File: config.mk
export PLATFORM = sky130hd
export DESIGN_NAME = serial_display_mux
export DESIGN_NICKNAME = d
export VERILOG_FILES = /design/src/rtl/display_pkg.sv /design/src/rtl/serial_edge_sync.sv /design/src/rtl/serial_display_mux.sv
export SDC_FILE = /design/constraint.sdc
export NUM_CORES = 1
export LEC_CHECK = 0
export CORE_ASPECT_RATIO = 1.5
export CORE_UTILIZATION = 40
export CTS_BUF_LIST = sky130_fd_sc_hd__clkbuf_8
export DETAILED_ROUTE_END_ITERATION = 8
export SKIP_LAST_GASP = 1
export SYNTH_ARGS = -nofsm -noshare
export SYNTH_HDL_FRONTEND = slang
export SYNTH_HIERARCHICAL = 1
export SYNTH_SLANG_ARGS = --single-unit
File: constraint.sdc
create_clock -name i_clk -period 2.81 [get_ports i_clk]
set_input_delay 0.7025 -clock i_clk [delete_from_list [all_inputs] [get_ports i_clk]]
set_output_delay 0.7025 -clock i_clk [all_outputs]
set_load 0.05 [all_outputs]
File: src/rtl/display_pkg.sv
// Shared constants and types for the serial 7-segment display consumer.
// Optional brightness PWM is enabled by defining DISPLAY_DIM_EN.
package display_pkg;

   localparam int NUM_DIGITS = 6;
   localparam int SEG_BITS   = 8;
   localparam int FRAME_BITS = NUM_DIGITS * SEG_BITS;
   localparam int BIT_CNT_W  = 6;

   localparam int SEG_A  = 0;
   localparam int SEG_B  = 1;
   localparam int SEG_C  = 2;
   localparam int SEG_D  = 3;
   localparam int SEG_E  = 4;
   localparam int SEG_F  = 5;
   localparam int SEG_G  = 6;
   localparam int SEG_DP = 7;

   typedef logic [2:0] digit_idx_t;

   typedef enum logic {
      ST_DARK,
      ST_SHOW
   } disp_state_t;

   function automatic logic [NUM_DIGITS-1:0] digit_onehot(input digit_idx_t idx);
      return NUM_DIGITS'(1) << idx;
   endfunction

endpackage

File: src/rtl/serial_edge_sync.sv
// Two-flop synchroniser for one asynchronous serial pin,
// with a single-cycle rising-edge pulse.
module serial_edge_sync (
   input  logic i_clk,
   input  logic i_reset_n,
   input  logic i_async,
   output logic o_level,
   output logic o_rise
);

   logic meta;
   logic sync;
   logic prev;

   always_ff @(posedge i_clk or negedge i_reset_n) begin
      if (!i_reset_n) begin
         meta <= 1'b0;
         sync <= 1'b0;
         prev <= 1'b0;
      end else begin
         meta <= i_async;
         sync <= meta;
         prev <= sync;
      end
   end

   assign o_level = sync;
   assign o_rise  = sync & ~prev;

endmodule

File: src/rtl/serial_display_mux.sv
// Deserialises 48-bit display frames and scans a 6-digit common-cathode display.
// Define DISPLAY_DIM_EN to add the i_brightness PWM dimming input.
module serial_display_mux
   import display_pkg::*;
#(
   parameter int SYS_CLK_HZ   = 5_000_000,
   parameter int SCAN_HZ      = 6_000,
   parameter int BLANK_CYCLES = 16
) (
   input  logic                  i_clk,
   input  logic                  i_reset_n,
   input  logic                  i_en,
`ifdef DISPLAY_DIM_EN
   input  logic [2:0]            i_brightness,
`endif
   input  logic                  i_serial_data,
   input  logic                  i_serial_clk,
   input  logic                  i_serial_latch,
   output logic [SEG_BITS-1:0]   o_segments,
   output logic [NUM_DIGITS-1:0] o_digit_sel,
   output logic                  o_frame_stb,
   output logic                  o_frame_err
);

   localparam int SCAN_PERIOD = SYS_CLK_HZ / SCAN_HZ;
   localparam int PRESC_W     = $clog2(SCAN_PERIOD);
   localparam int BLANK_W     = $clog2(BLANK_CYCLES + 1);

   logic data_sync;
   logic data_rise_unused;
   logic clk_rise;
   logic latch_rise;
   logic clk_lvl_unused;
   logic latch_lvl_unused;

   serial_edge_sync u_sync_data (
      .i_clk     (i_clk),
      .i_reset_n (i_reset_n),
      .i_async   (i_serial_data),
      .o_level   (data_sync),
      .o_rise    (data_rise_unused)
   );

   serial_edge_sync u_sync_clk (
      .i_clk     (i_clk),
      .i_reset_n (i_reset_n),
      .i_async   (i_serial_clk),
      .o_level   (clk_lvl_unused),
      .o_rise    (clk_rise)
   );

   serial_edge_sync u_sync_latch (
      .i_clk     (i_clk),
      .i_reset_n (i_reset_n),
      .i_async   (i_serial_latch),
      .o_level   (latch_lvl_unused),
      .o_rise    (latch_rise)
   );

   logic [FRAME_BITS-1:0] shift_reg;
   logic [FRAME_BITS-1:0] shift_nxt;
   logic [FRAME_BITS-1:0] frame_reg;
   logic [BIT_CNT_W-1:0]  bit_cnt;
   logic [BIT_CNT_W-1:0]  cnt_nxt;
   logic                  frame_ok;

   // A latch in the same cycle as a shift sees the post-shift state.
   always_comb begin
      shift_nxt = shift_reg;
      cnt_nxt   = bit_cnt;
      if (clk_rise) begin
         shift_nxt = {shift_reg[FRAME_BITS-2:0], data_sync};
         if (bit_cnt != '1) cnt_nxt = bit_cnt + 1'b1;
      end
   end

   assign frame_ok = latch_rise && (cnt_nxt == BIT_CNT_W'(FRAME_BITS));

   always_ff @(posedge i_clk or negedge i_reset_n) begin
      if (!i_reset_n) begin
         shift_reg   <= '0;
         bit_cnt     <= '0;
         frame_reg   <= '0;
         o_frame_stb <= 1'b0;
         o_frame_err <= 1'b0;
      end else begin
         shift_reg   <= shift_nxt;
         bit_cnt     <= latch_rise ? '0 : cnt_nxt;
         o_frame_stb <= frame_ok;
         o_frame_err <= latch_rise && !frame_ok;
         if (frame_ok) frame_reg <= shift_nxt;
      end
   end

   logic [PRESC_W-1:0] presc;
   logic [BLANK_W-1:0] blank_cnt;
   digit_idx_t         idx;
   logic               wrap;

   assign wrap = i_en && (presc == PRESC_W'(SCAN_PERIOD - 1));

   always_ff @(posedge i_clk or negedge i_reset_n) begin
      if (!i_reset_n) begin
         presc     <= '0;
         idx       <= '0;
         blank_cnt <= '0;
      end else begin
         if (i_en) presc <= wrap ? '0 : presc + 1'b1;
         if (wrap) begin
            idx       <= (idx == digit_idx_t'(NUM_DIGITS - 1)) ? '0 : idx + 1'b1;
            blank_cnt <= BLANK_W'(BLANK_CYCLES);
         end else if (blank_cnt != '0) begin
            blank_cnt <= blank_cnt - 1'b1;
         end
      end
   end

   logic pwm_on;
`ifdef DISPLAY_DIM_EN
   logic [2:0] pwm_cnt;

   always_ff @(posedge i_clk or negedge i_reset_n) begin
      if (!i_reset_n) pwm_cnt <= '0;
      else            pwm_cnt <= pwm_cnt + 1'b1;
   end

   assign pwm_on = pwm_cnt < i_brightness;
`else
   assign pwm_on = 1'b1;
`endif

   disp_state_t           state;
   disp_state_t           state_nxt;
   logic [SEG_BITS-1:0]   seg_nxt;
   logic [NUM_DIGITS-1:0] sel_nxt;

   always_ff @(posedge i_clk or negedge i_reset_n) begin
      if (!i_reset_n) state <= ST_DARK;
      else            state <= state_nxt;
   end

   // Display stays dark after reset until a valid frame arrives.
   always_comb begin
      state_nxt = state;
      seg_nxt   = '0;
      sel_nxt   = '0;
      unique case (state)
         ST_DARK: if (frame_ok) state_nxt = ST_SHOW;
         ST_SHOW: begin
            if (i_en && blank_cnt == '0 && pwm_on) begin
               sel_nxt = digit_onehot(idx);
               seg_nxt = frame_reg[{idx, 3'b000} +: SEG_BITS];
            end
         end
         default: state_nxt = ST_DARK;
      endcase
   end

   always_ff @(posedge i_clk or negedge i_reset_n) begin
      if (!i_reset_n) begin
         o_segments  <= '0;
         o_digit_sel <= '0;
      end else begin
         o_segments  <= seg_nxt;
         o_digit_sel <= sel_nxt;
      end
   end

endmodule

Word level (Yosys, flattened, before mapping)
Cells that the tools add are included.
- bits in registers: 145
- bits of input ports: 6
- output and inout port bits: 16
- logic and storage cells: 55
- $add $sub $neg: 4
- eq/ne operators: 4
- shift operators: 2
- mux-type cells: 14
- bitwise logic cells: 4
- reduce and logical (&&, ||, !) cells: 8
- operator list (kind ; number):
    48-bit 2-to-1 mux ; 1
    48-bit by 7-bit indexed part select with 8-bit output ; 1
    6-bit 2-to-1 mux ; 5
    8-bit 2-to-1 mux ; 2
    10-bit by 1-bit adder with 10-bit output (second input constant) ; 1
    10-bit == test (second input constant) ; 1
    10-bit 2-to-1 mux ; 1
    5-bit 2-to-1 mux ; 2
    6-bit by 1-bit adder with 6-bit output (second input constant) ; 1
    6-bit == test (second input constant) ; 1
    6-bit inequality test (second input constant) ; 1
    1-bit by 3-bit left shift with 6-bit output (first input constant) ; 1
    5-bit logical NOT ; 1
    5-bit nonzero test ; 1
    5-bit by 1-bit subtractor with 5-bit output (second input constant) ; 1
    1-bit logical AND ; 4
    3-bit by 1-bit adder with 3-bit output (second input constant) ; 1
    3-bit == test (second input constant) ; 1
    3-bit 2-to-1 mux ; 1
    1-bit AND ; 2
    1-bit 2-to-1 mux ; 2
    1-bit NOT ; 2
    2-bit nonzero test ; 1
    1-bit logical NOT ; 1

Logic depth before layout (Yosys ltp)
- depth after elaboration: 7
- depth in mapped cells: 9
- gate-level depth less buffers: 7

Cells and area by module
The synthesis kept the hierarchy.
- modules (own cells, without submodules) (module ; instances ; cells an instance ; area an instance (um2) ; seq. area each (um2)):
    serial_display_mux ; 1 ; 403 ; 5978.2 ; 3428.3
    serial_edge_sync ; 3 ; 4 ; 88.8 ; 75.1

Worst setup path before layout
No wires, ideal clock.
- path kind: input to register
- start: input i_en
- end: register presc[1]
- setup time: 0.126 ns
- arrival time: 1.980 ns
- data required time: 2.684 ns
- path slack: 0.704 ns
- cell stages on the path: 5
- path buffers: 2
- cells stage by stage: buf_4 > or4b_2 > nor4_4 > buf_4 > o22ai_1
- longest elaborated chain between the ends: 2
- ends and longest elaborated chain (item ; line ; RTL):
    start, declared ; serial_display_mux.sv:12 ; input logic i_en,
    1-bit logical AND ; serial_display_mux.sv:100 ; assign wrap = i_en && (presc == PRESC_W'(SCAN_PERIOD - 1));
    10-bit 2-to-1 mux ; serial_display_mux.sv:108 ; if (i_en) presc <= wrap ? '0 : presc + 1'b1;
    end signal, assigned ; serial_display_mux.sv:108 ;
    end, declared ; serial_display_mux.sv:95 ; logic [PRESC_W-1:0] presc;
Several ways; a longest one is shown, not always the timed one.
A chain may end at the register's enable or synchronous reset.

Worst setup path in the final report
- start: register bit_cnt[0]
- end: register frame_reg[42]
- longest elaborated chain between the ends: 5
- elaborated cells on any way between the ends: 6
- classes of those cells: 1 x add/sub; 2 x eq/ne; 2 x mux; 1 x reduce/logical
- ends and longest elaborated chain (item ; line ; RTL):
    start, declared ; serial_display_mux.sv:63 ; logic [BIT_CNT_W-1:0] bit_cnt;
    start signal, assigned ; serial_display_mux.sv:88 ; bit_cnt <= latch_rise ? '0 : cnt_nxt;
    6-bit by 1-bit adder with 6-bit output / 6-bit inequality test (equally long branches) ; serial_display_mux.sv:73 ; if (bit_cnt != '1) cnt_nxt = bit_cnt + 1'b1;
    6-bit 2-to-1 mux ; serial_display_mux.sv:73 ;
    6-bit 2-to-1 mux (*) ; serial_display_mux.sv:71 ; if (clk_rise) begin
    6-bit == test (*) ; serial_display_mux.sv:77 ; assign frame_ok = latch_rise && (cnt_nxt == BIT_CNT_W'(FRAME_BITS));
    1-bit logical AND (*) ; serial_display_mux.sv:77 ;
    end signal, assigned ; serial_display_mux.sv:91 ; if (frame_ok) frame_reg <= shift_nxt;
    end, declared ; serial_display_mux.sv:62 ; logic [FRAME_BITS-1:0] frame_reg;
Every way passes the cells marked *; elsewhere a longest branch is shown, timed or not.

==> summary.md <==
| Metric | Value |
|---|---|
| Status | `complete, no violations` |
| Clock power share | `0.372` |
| Start of the worst register-to-register path | `bit_cnt[0]` |
| CP Capture Type | `flop` |
| TritonCTS Buffers | `17` |
| PortBufs | `21` |
| Minimum clock period | `~2600 ps` |
| # diodes | `0` |
| Die width | `104 um` |
| Final setup viols | `0` |
| Crit-path max cell delay | `about 520 ps` |
| RR Endpoint | `frame_reg[42]` |
| Total leakage power | `3.27 nW` |
| Clock Skews | `14.3 ps` |
| Syn Area/Cell | `15.0 um^2` |
| First-pass GRT wire length | `between 15000 and 20000 um` |
| Commonest non-fill, non-tap cell in the layout | `dfrtp_1` |
| Layout cells sized above 1 | `0.368` |
| Syn Std Cell Area | `roughly 6200 um^2` |
| Family with the most delay on the worst path | `simple AND/OR/NAND/NOR gates` |
| Die area | `16000 um^2` |
| Crit. path cell count | `7` |
| Fin. max-slew vios | `0` |
| Worst-margin pin slew | `~730 ps` |
| Worst setup path end | `frame_reg[42]` |
| Unrepaired setup endpoints after global routing | `no` |
| Maximum vdd drop | `roughly 280 uV` |
| Pint | `3.42 mW` |
| Achievable Freq | `389 MHz` |
| CP cell instances | `ha_1, nand2_1, o21ai_2, mux2i_1, and4_4, buf_12, mux2_4` |
| R2r setup slk | `240 ps` |
| Clk_lat worst skew | `440 ps` |
| Largest net degree at the start of global routing | `between 70 and 80` |
| Total GRT Usage | `0.150` |
| Crit. Startpoint | `bit_cnt[0]` |
| Residual DRC count | `0` |
| CTS clk-pin slew, worst paths | `90 ps` |
| Crit path launch type | `flop` |
| Gp weighted congestion | `0.750` |
| DP HPWL | `7480 um` |
| First-pass detailed-route iteration total | `4` |
| Part of the power in registers | `0.523` |
| Arrival @ worst endpoint | `roughly 2900 ps` |
| Tcrit/Tclk final | `0.915` |
| DR WL/cell | `16.5 um` |
| Crit path buf inv count | `1` |
| Post-CTS Setup Inserts | `0` |
| Initial antenna violation count | `0` |
| Clock buffer depth | `2` |
| Commonest non-fill, non-tap cells in the layout | `dfrtp_1 (145), mux2_2 (56), mux2_4 (48)` |
| Core Rows | `55` |
| R2R cell count | `7` |
| Rel. slew slack | `0.510` |
| Syn_nets | `425` |
| Number of H-tree levels | `4` |
| Core area | `15100 um^2` |
| Nets | `455` |
| Pwr dens | `about 660 nW/um^2` |
| Post-cts resize count | `0` |
| CTS tree | `done` |
| Comb pwr share | `0.106` |
| Initial core utilization | `0.410` |
| CP Class | `reg2reg` |
| Die span in y | `155 um` |
| Final Hold Fails | `0` |
| HP Class | `in2async` |
| P_sw | `1.23 mW` |
| Setup TNS | `0 ps` |
| Initial DRC Count | `150` |
| Root buf cell | `clkbuf_8` |
| Post-DRT Antenna Nets | `0` |
| CTS sink cnt | `145` |
| Vias in the first global route | `3634` |
| Via count | `3276` |
| Cts hold-fix bufs | `0` |
| Critical-path top delay cell | `and4_4` |
| Area Growth Syn to Fin | `13.7%` |
| Crit path max fanout | `17` |
| Remaining global-route overflow | `0` |
| Total power | `roughly 4.7 mW` |
| Synth Instances | `413` |
| CP Data Required Time | `about 3100 ps` |
| Maxcap violations | `0` |
| Switching share of power | `0.265` |
| Syn. warnings | `6` |
| Io pins | `22` |
| Total Routed Length | `10800 um` |
| Via-to-Cell Ratio | `approximately 5` |
-- per-layer routing --
layer  routed length (um)  global-route usage  share of wire
met1                 4590               0.176           0.42
met2                 5910               0.267           0.55
met3                  216              0.0367          0.020
met4                  115              0.0571          0.011
met5                    0                   0              0
-- final cells by class --
| type | instances | area (um^2) |
|---|---|---|
| well taps | 199 | 249 |
| clock inverters | 14 | 178 |
| multi-input cells | 235 | 2350 |
| inverters | 9 | 33.8 |
| flip-flops and latches | 145 | 3630 |
| repair buffers | 35 | 367 |
| fillers | 1353 | 8080 |
| clock buffers | 18 | 248 |
-- worst min-delay path by stage --
stage,from,end,depth (start not counted)
floorplan,u_sync_clk/meta,u_sync_clk/o_level,0
CTS,i_reset_n,presc[7],1
finish,i_reset_n,presc[4],1
global route,i_reset_n,presc[7],1
detailed placement,u_sync_latch/meta,u_sync_latch/o_level,0
global placement,u_sync_data/meta,u_sync_data/o_level,0
-- power groups by stage --
stage / logic [mW] / registers (mW) / clock network (mW)
3_5_place_dp: 0.501 / 2.48 / 0
5_1_grt: 0.557 / 2.46 / 1.88
4_1_cts: 0.502 / 2.43 / 1.79
2_1_floorplan: 0.366 / 2.42 / 0
6_report: 0.492 / 2.43 / 1.73
3_3_place_gp: 0.470 / 2.47 / 0
-- stage by stage --
step	setup slack (ps)	instance area, um^2	utilization	hold slack, ps	instances
2_1_floorplan	704	6210	-	331	413
3_3_place_gp	239	6630	0.438	338	623
3_5_place_dp	218	6630	0.438	337	623
4_1_cts	218	7060	0.466	282	655
5_1_grt	91.6	7060	0.466	301	655
6_report	240	7060	0.466	275	655
(Power assumes the default switching activity.)
